[src/rtl/systolic_result_drain.sv]
`default_nettype none
// ============================================================================
// Module   : systolic_result_drain
// Purpose  : Captures the four 2x2 systolic-array results on done_in, with
//            optional ReLU, and streams them one element per valid/ready beat
//            tagged with element index and tile number. A tile that arrives
//            while the previous one is still draining is dropped and flagged.
// Revision : 1.0 - initial release
// ============================================================================
module systolic_result_drain #(
  parameter int DATA_W  = 8,
  parameter int TILE_W  = 6,
  parameter int RELU_EN = 0
) (
  input  logic              clk,
  input  logic              rst,
  input  logic              done_in,
  input  logic [DATA_W-1:0] result11,
  input  logic [DATA_W-1:0] result12,
  input  logic [DATA_W-1:0] result21,
  input  logic [DATA_W-1:0] result22,
  output logic [DATA_W-1:0] out_data,
  output logic [1:0]        out_idx,
  output logic [TILE_W-1:0] out_tile,
  output logic              out_valid,
  input  logic              out_ready,
  output logic              out_last,
  output logic              busy,
  output logic              tile_done,
  output logic              overrun,
  input  logic              clr_overrun
);

  localparam logic [0:0] c_IDLE = 1'b0;
  localparam logic [0:0] c_SEND = 1'b1;

  logic [0:0]        r_state;
  logic [0:0]        w_state_nxt;
  logic [DATA_W-1:0] r_bank [4];
  logic [TILE_W-1:0] r_bank_tile;
  logic [TILE_W-1:0] r_tile_cnt;
  logic [1:0]        r_idx;
  logic              r_tile_done;
  logic              r_overrun;

  logic [DATA_W-1:0] w_raw [4];
  logic [DATA_W-1:0] w_cap [4];
  logic              w_send;
  logic              w_hs;
  logic              w_last_hs;
  logic              w_capture;
  logic              w_drop;
  logic [TILE_W-1:0] w_tile_nxt;

  assign w_raw[0] = result11;
  assign w_raw[1] = result12;
  assign w_raw[2] = result21;
  assign w_raw[3] = result22;

  // Per-element capture value: clamp negatives to zero only when ReLU is built in
  generate
    for (genvar gi = 0; gi < 4; gi++) begin : g_elem
      if (RELU_EN != 0) begin : g_relu
        assign w_cap[gi] = w_raw[gi][DATA_W-1] ? '0 : w_raw[gi];
      end else begin : g_pass
        assign w_cap[gi] = w_raw[gi];
      end
    end
  endgenerate

  // A new tile is accepted when idle, or when the final beat of the current
  // tile is leaving in the same cycle (no bubble between tiles).
  assign w_send     = (r_state == c_SEND);
  assign w_hs       = w_send & out_ready;
  assign w_last_hs  = w_hs & (r_idx == 2'd3);
  assign w_capture  = done_in & (~w_send | w_last_hs);
  assign w_drop     = done_in & w_send & ~w_last_hs;
  assign w_tile_nxt = r_tile_cnt + TILE_W'(1);

  // State register
  always_ff @(posedge clk) begin
    if (rst) begin
      r_state <= c_IDLE;
    end else begin
      r_state <= w_state_nxt;
    end
  end

  // Next-state logic
  always_comb begin
    w_state_nxt = r_state;
    case (r_state)
      c_IDLE:  if (done_in) w_state_nxt = c_SEND;
      c_SEND:  if (w_last_hs && !done_in) w_state_nxt = c_IDLE;
      default: w_state_nxt = c_IDLE;
    endcase
  end

  // Output decode: stream fields are driven only while a tile is held
  always_comb begin
    out_valid = 1'b0;
    out_data  = '0;
    out_idx   = '0;
    out_tile  = '0;
    out_last  = 1'b0;
    busy      = 1'b0;
    if (r_state == c_SEND) begin
      out_valid = 1'b1;
      out_data  = r_bank[r_idx];
      out_idx   = r_idx;
      out_tile  = r_bank_tile;
      out_last  = (r_idx == 2'd3);
      busy      = 1'b1;
    end
  end

  assign tile_done = r_tile_done;
  assign overrun   = r_overrun;

  // Holding bank, element index, tile counter and status flags
  always_ff @(posedge clk) begin
    if (rst) begin
      for (int i = 0; i < 4; i++) r_bank[i] <= '0;
      r_bank_tile <= '0;
      r_tile_cnt  <= '0;
      r_idx       <= '0;
      r_tile_done <= 1'b0;
      r_overrun   <= 1'b0;
    end else begin
      r_tile_done <= w_last_hs;
      if (w_last_hs) r_tile_cnt <= w_tile_nxt;
      if (w_capture) begin
        for (int i = 0; i < 4; i++) r_bank[i] <= w_cap[i];
        // A back-to-back tile takes the number after the one just finishing
        r_bank_tile <= w_last_hs ? w_tile_nxt : r_tile_cnt;
        r_idx       <= '0;
      end else if (w_hs) begin
        r_idx <= r_idx + 2'd1;
      end
      // Setting wins over a simultaneous clear
      if (w_drop) begin
        r_overrun <= 1'b1;
      end else if (clr_overrun) begin
        r_overrun <= 1'b0;
      end
    end
  end

endmodule
`default_nettype wire

[config.mk]
export PLATFORM = sky130hd
export DESIGN_NAME = systolic_result_drain
export DESIGN_NICKNAME = d
export VERILOG_FILES = /design/src/rtl/systolic_result_drain.sv
export SDC_FILE = /design/constraint.sdc
export NUM_CORES = 1
export LEC_CHECK = 0
export BUFFER_PORTS_ARGS = -buffer_cell sky130_fd_sc_hd__buf_2
export CAP_MARGIN = 40
export CORE_MARGIN = 2
export CORE_UTILIZATION = 52
export DETAILED_ROUTE_END_ITERATION = 12
export PLACE_DENSITY = 0.8
export SETUP_SLACK_MARGIN = 0.2
export SLEW_MARGIN = 10
export SYNTH_ARGS = -nofsm -noshare
export SYNTH_HDL_FRONTEND = slang
export SYNTH_SLANG_ARGS = --single-unit
[constraint.sdc]
create_clock -name clk -period 2.7 [get_ports clk]
set_input_delay 0.27 -clock clk [delete_from_list [all_inputs] [get_ports clk]]
set_output_delay 0.27 -clock clk [all_outputs]
set_load 0.05 [all_outputs]
; After elaboration in Yosys (flattened, before gate mapping)
; Memories as Yosys holds them, arrays and structs flattened. A register that Yosys moved wholly into a read port is not among the register bits.
; Index checks and enable logic that the tools add are counted.
[totals]
regBits = 17
ram_bits = 32
in_bits = 37
word_cells = 48
mem_count = 1
[memory_table]
columns = name, depth, word_bits, rd, rd_clocked_by_memory_dff, wr, line_no
row1 = r_bank, 4, 8, 1, 1, 4, 39  ; logic [DATA_W-1:0] r_bank [4];
[op_classes]
n_addsub = 2
eq_ne = 1
mux = 22
bitwise = 12
n_reduce_logical = 4
[op_table]
columns = operator, count
row1 = two-way mux 8 bit, 5
row2 = two-way mux 6 bit, 2
row3 = two-way mux 1 bit, 11
row4 = adder 6 x 1 -> 6 bit (second input constant), 1
row5 = two-way mux 2 bit, 3
row6 = AND 1 bit, 5
row7 = bitwise OR 1 bit, 5
row8 = adder 2 x 1 -> 2 bit (second input constant), 1
row9 = equality test 2 bit (second input constant), 1
row10 = NOT 1 bit, 2
row11 = one-hot mux 1 bit (2 select lines), 1
row12 = nonzero test 2 bit, 1
row13 = OR reduction 2 bit, 1
row14 = logical AND 1 bit, 1
row15 = logical NOT 1 bit, 1

; Depth between registers and ports, before layout
[logic_depth]
word_depth = 8
mapped_depth = 5
mapped_depth_nobuf = 5

; Worst setup path before layout
; OpenSTA, ideal clock, no wires.
[synth_path]
path_kind = reg-to-reg
startpoint = reg r_state
endpoint = mem r_bank[0][0], enable pin
setup_time_ns = 0.412
arrival_ns = 1.650
setup_slack_ns = 0.638
path_stages_with_launch = 4
path_buffers = 0
synth_period_minus_slack_ns = 2.062
cell_sequence = dfxtp_1 -> a21bo_2 -> a21oi_2 -> inv_1
[synth_rtl]
columns = element, line_no
row1 = start: declaration, 37  ; logic [0:0] r_state;
row2 = start signal: assignment, 83  ; r_state <= c_IDLE;
row3 = start signal: assignment, 85  ; r_state <= w_state_nxt;
row4 = end: declaration, 39

==> metrics list <==
- The run finished with clean final reports.
- Of the total power, combinational logic draws 9.5%.
- Power per Cell Area: 609 mW/mm^2
* Synthesized area divided by synthesized cell count: 12.7 um^2
* Critical Path Sink Type: output pin
* Final worst path period need: around 2.2 ns
* GR Util met3: 5.34%
- The worst pin sits at a relative slew slack of 61.9%.
- Critical path arrival: ~1.9 ns
- Cell count after synthesis: approximately 180
- Summed over all nets, the half-perimeter wirelength after detailed placement is 3.03 mm.
- First-pass iteration count of the detailed router: 4
- The clock arrives with 0.00858 ns of skew.
* Final Wtd Congestion: 0.865
- The commonest cells after synthesis are 32 x and3_1, 32 x edfxtp_1, 19 x dfxtp_1.
- The path with the worst hold slack has its endpoint at overrun.
- Routing layer with the top usage in global route: met2
- Post-synthesis sequential area ratio: ~59%
- I/O pin cnt: 58
- Main flop type after synthesis: edfxtp_1
- The cell area that synthesis handed to floorplanning was about 0.0023 mm^2.
- Leakage power figure: 1.26 nW
- The worst hold path belongs to the class in2reg.
* Startpoint type of the worst setup path: flip-flop
* Residual overflow from global routing: 0
- In this run, the number of DRC markers left after iteration 0 of detailed routing was about 150.
- The floorplan has 24 rows.
- Final wirelength: 4.29 mm
- Sequential cells burn a little over half of the power.
* First-pass GRT wire length: between 7 and 8 mm
- The clock network is responsible for 36.6% of the overall power.
* Maximum count of clock buffers along a single path: 2
- Setup repair after global routing left no endpoint under its margin.
* Average via count per standard cell: 5.47
- Proportion of total power due to net switching: 21.0%
* Total power: 0.00165 W
- Reg2Reg Setup Slack: 0.91 ns
- Actual transition at the worst max-transition pin: around 0.57 ns
* Share of final-layout standard cells stronger than drive strength 1: a little over a third
- Area growth syn-to-layout: 19.5%
- Met1 Use GR: between 20% and 30%
- # Max-Cap Violations: 0
* Required time of the critical path: about 2.4 ns
- Buffers on Ports: 57
* Routing usage on met2: 30.4%
- Number of library cell types mapped by synthesis: 33
- The net count of the finished layout is 271.
* Number of antenna repair diodes: 0
- The finished cells cover 0.00271 mm^2.
* TritonCTS buffer count: 5
- Largest area contributor in the netlist: edfxtp_1
- Clock slew seen by the registers of the worst setup and hold paths: 0.09 ns
- Warning count from the yosys run: 0
- In this run the critical register-to-register path is captured at r_bank[1][2].
- Buffer type at the clock tree root: clkbuf_8
- Clock Sinks: 51
- Final total negative setup slack: 0 ns
- The via count of the first global-routing pass was between 1500 and 2000.
* Fmax achieved: 455 MHz
* Maximum VDD drop: 0.375 mV
- Ranked by total cell area, the synthesized netlist is headed by edfxtp_1 42%, dfxtp_1 17%, and3_1 8.8%.
- Proportion of synthesized flip-flops having asynchronous set or reset: 0%
- Number of instances in the placed design: 277
* Sequential Area: 0.00134 mm^2
- Portion of synthesized cell area occupied by the leading cell type: ~42%
- Share of the clock period used by the worst path after layout: 81.4%
* Internal cell power: 0.00130 W
* Area of combinational cells with multiple inputs: 843 um^2
- In this run the number of H-tree levels came out at 2.
- Count of flip-flops with a built-in enable after synthesis: 32
* Final instance count without filler cells: around 290
* Horizontal die dimension: 70.0 um
- The number of antenna violations at the first check in global routing was 0.
- Hold Violations, Final: 0
- Number of hold buffers added after cts: 0
- Placed cell areas: 0.00258 mm^2
- Depth of the worst register-to-register path: 4
- Global routing used 18.8% of the available tracks across all layers.
- Initial cell density of the core: 53.2%
* Startpoint of the most critical register-to-register path: r_state
- In the routed design, unresolved DRC markers number 0.
- Along the worst path, the maximum fanout reaches 8.
- The worst hold path begins at clr_overrun.
- After detailed routing, the average wire length per cell comes to about 15 um.
* Quantity of gates resized following cts: 0
- When the netlist entered floorplanning its net count stood at 218.
* Die Height: 70.0 um
* Total die area: 0.00490 mm^2
- The number of setup buffers added after CTS is 0.
- Clock tree from TritonCTS: yes
* Skew-Pair Late Insertion Delay: approximately 0.30 ns
- Number of filler instances in the final layout: 350
* Number of instances on the worst hold path: 4
- The floorplan step defined a core boundary enclosing 0.00426 mm^2.
- For this block, the via count after detailed routing is 1560.
* Fin. max-slew vios: 0
- Crit path kind: reg2out
* Maximum number of pins on one net before global-route repair: 38
* Number of antenna-violating nets in the routed design: 0
- Number of flip-flops and latches in the synthesized netlist: 51
* Reported net switching power: 0.000346 W
- Setup violations remaining at the end of the flow were counted as 0.
## metal layers
metal / vias to the layer above / wire [um]
li1: 776 / -
met1: 710 / 1840
met2: 65 / 2080
met3: 9 / 295
met4: 0 / 74
met5: - / 0
## logic make-up after synthesis
group / after synthesis / synth area share, %
adder cells (fa/ha/maj): 2 / 1.10
XOR/XNOR: 3 / 1.16
flip-flops: 51 / 59.2
multiplexers: 9 / 8.39
AND/OR/NAND/NOR: 73 / 19.2
buffers and inverters: 18 / 3.75
AO/OA/AOI/OAI: 23 / 7.29
## per-stage QoR
stage               hold WS (ns)  setup slack (ns)  util [%]
detailed placement         0.443             0.758      60.4
global placement           0.441             0.839      60.4
floorplan                  0.409             0.638         -
finish                     0.269             0.501      63.5
global route               0.270             0.345      63.5
CTS                        0.261             0.432      63.5
## layout by cell type (no fill, tap or decap), types with 4 or more instances in the layout
| master | synthesis | layout |
|---|---|---|
| mux4_2 | 8 | 8 |
| buf_4 | 2 | 4 |
| dfxtp_1 | 19 | 19 |
| clkbuf_8 | 0 | 5 |
| o211ai_1 | 4 | 4 |
| and2_1 | 16 | 16 |
| edfxtp_1 | 32 | 32 |
| and3_1 | 32 | 32 |
| nand2_1 | 5 | 5 |
| nor2_1 | 7 | 7 |
| a21oi_1 | 6 | 6 |
| buf_2 | 2 | 57 |
## sequential cells by signal, summed over array words and instances, names as in the netlist, named ones only
register     flops
r_state          1
r_bank_tile      6
overrun          1
r_tile_cnt       6
tile_done        1
r_idx            2
r_bank          32
## final cells by class
cell class / count / share of cell area, %
Timing Repair Buffer: 61 / 11.6
Multi-Input combinational cell: 110 / 31.1
Inverter: 3 / 0.416
Clock buffer: 6 / 2.68
Clock inverter: 2 / 2.22
Sequential cell: 51 / 49.5
Tap cell: 52 / 2.40
## power groups by stage
stage / registers [W] / logic (W) / clock network (W)
6_report: 0.000889 / 0.000158 / 0.000603
5_1_grt: 0.000895 / 0.000173 / 0.000648
3_5_place_dp: 0.000908 / 0.000158 / 0
2_1_floorplan: 0.000902 / 0.000109 / 0
4_1_cts: 0.000890 / 0.000159 / 0.000612
3_3_place_gp: 0.000905 / 0.000156 / 0
## critical path: stages, from the launching register on
cell and delay, ns:
dfxtp_1 0.68, mux4_2 0.58, and2_1 0.17, buf_2 0.20
## how the worst max path moves through the flow
stage	depth (start not counted)	slack, ns	endpoint	start
CTS	3	0.43	out_data[5]	flip-flop
floorplan	3	0.64	r_bank[0][0]	r_state
global route	3	0.34	out_data[5]	flip-flop
global placement	3	0.84	out_data[4]	flip-flop
finish	3	0.50	out_data[5]	flip-flop
detailed placement	3	0.76	out_data[5]	flip-flop
Note: power is estimated with default switching activity, not from simulation.
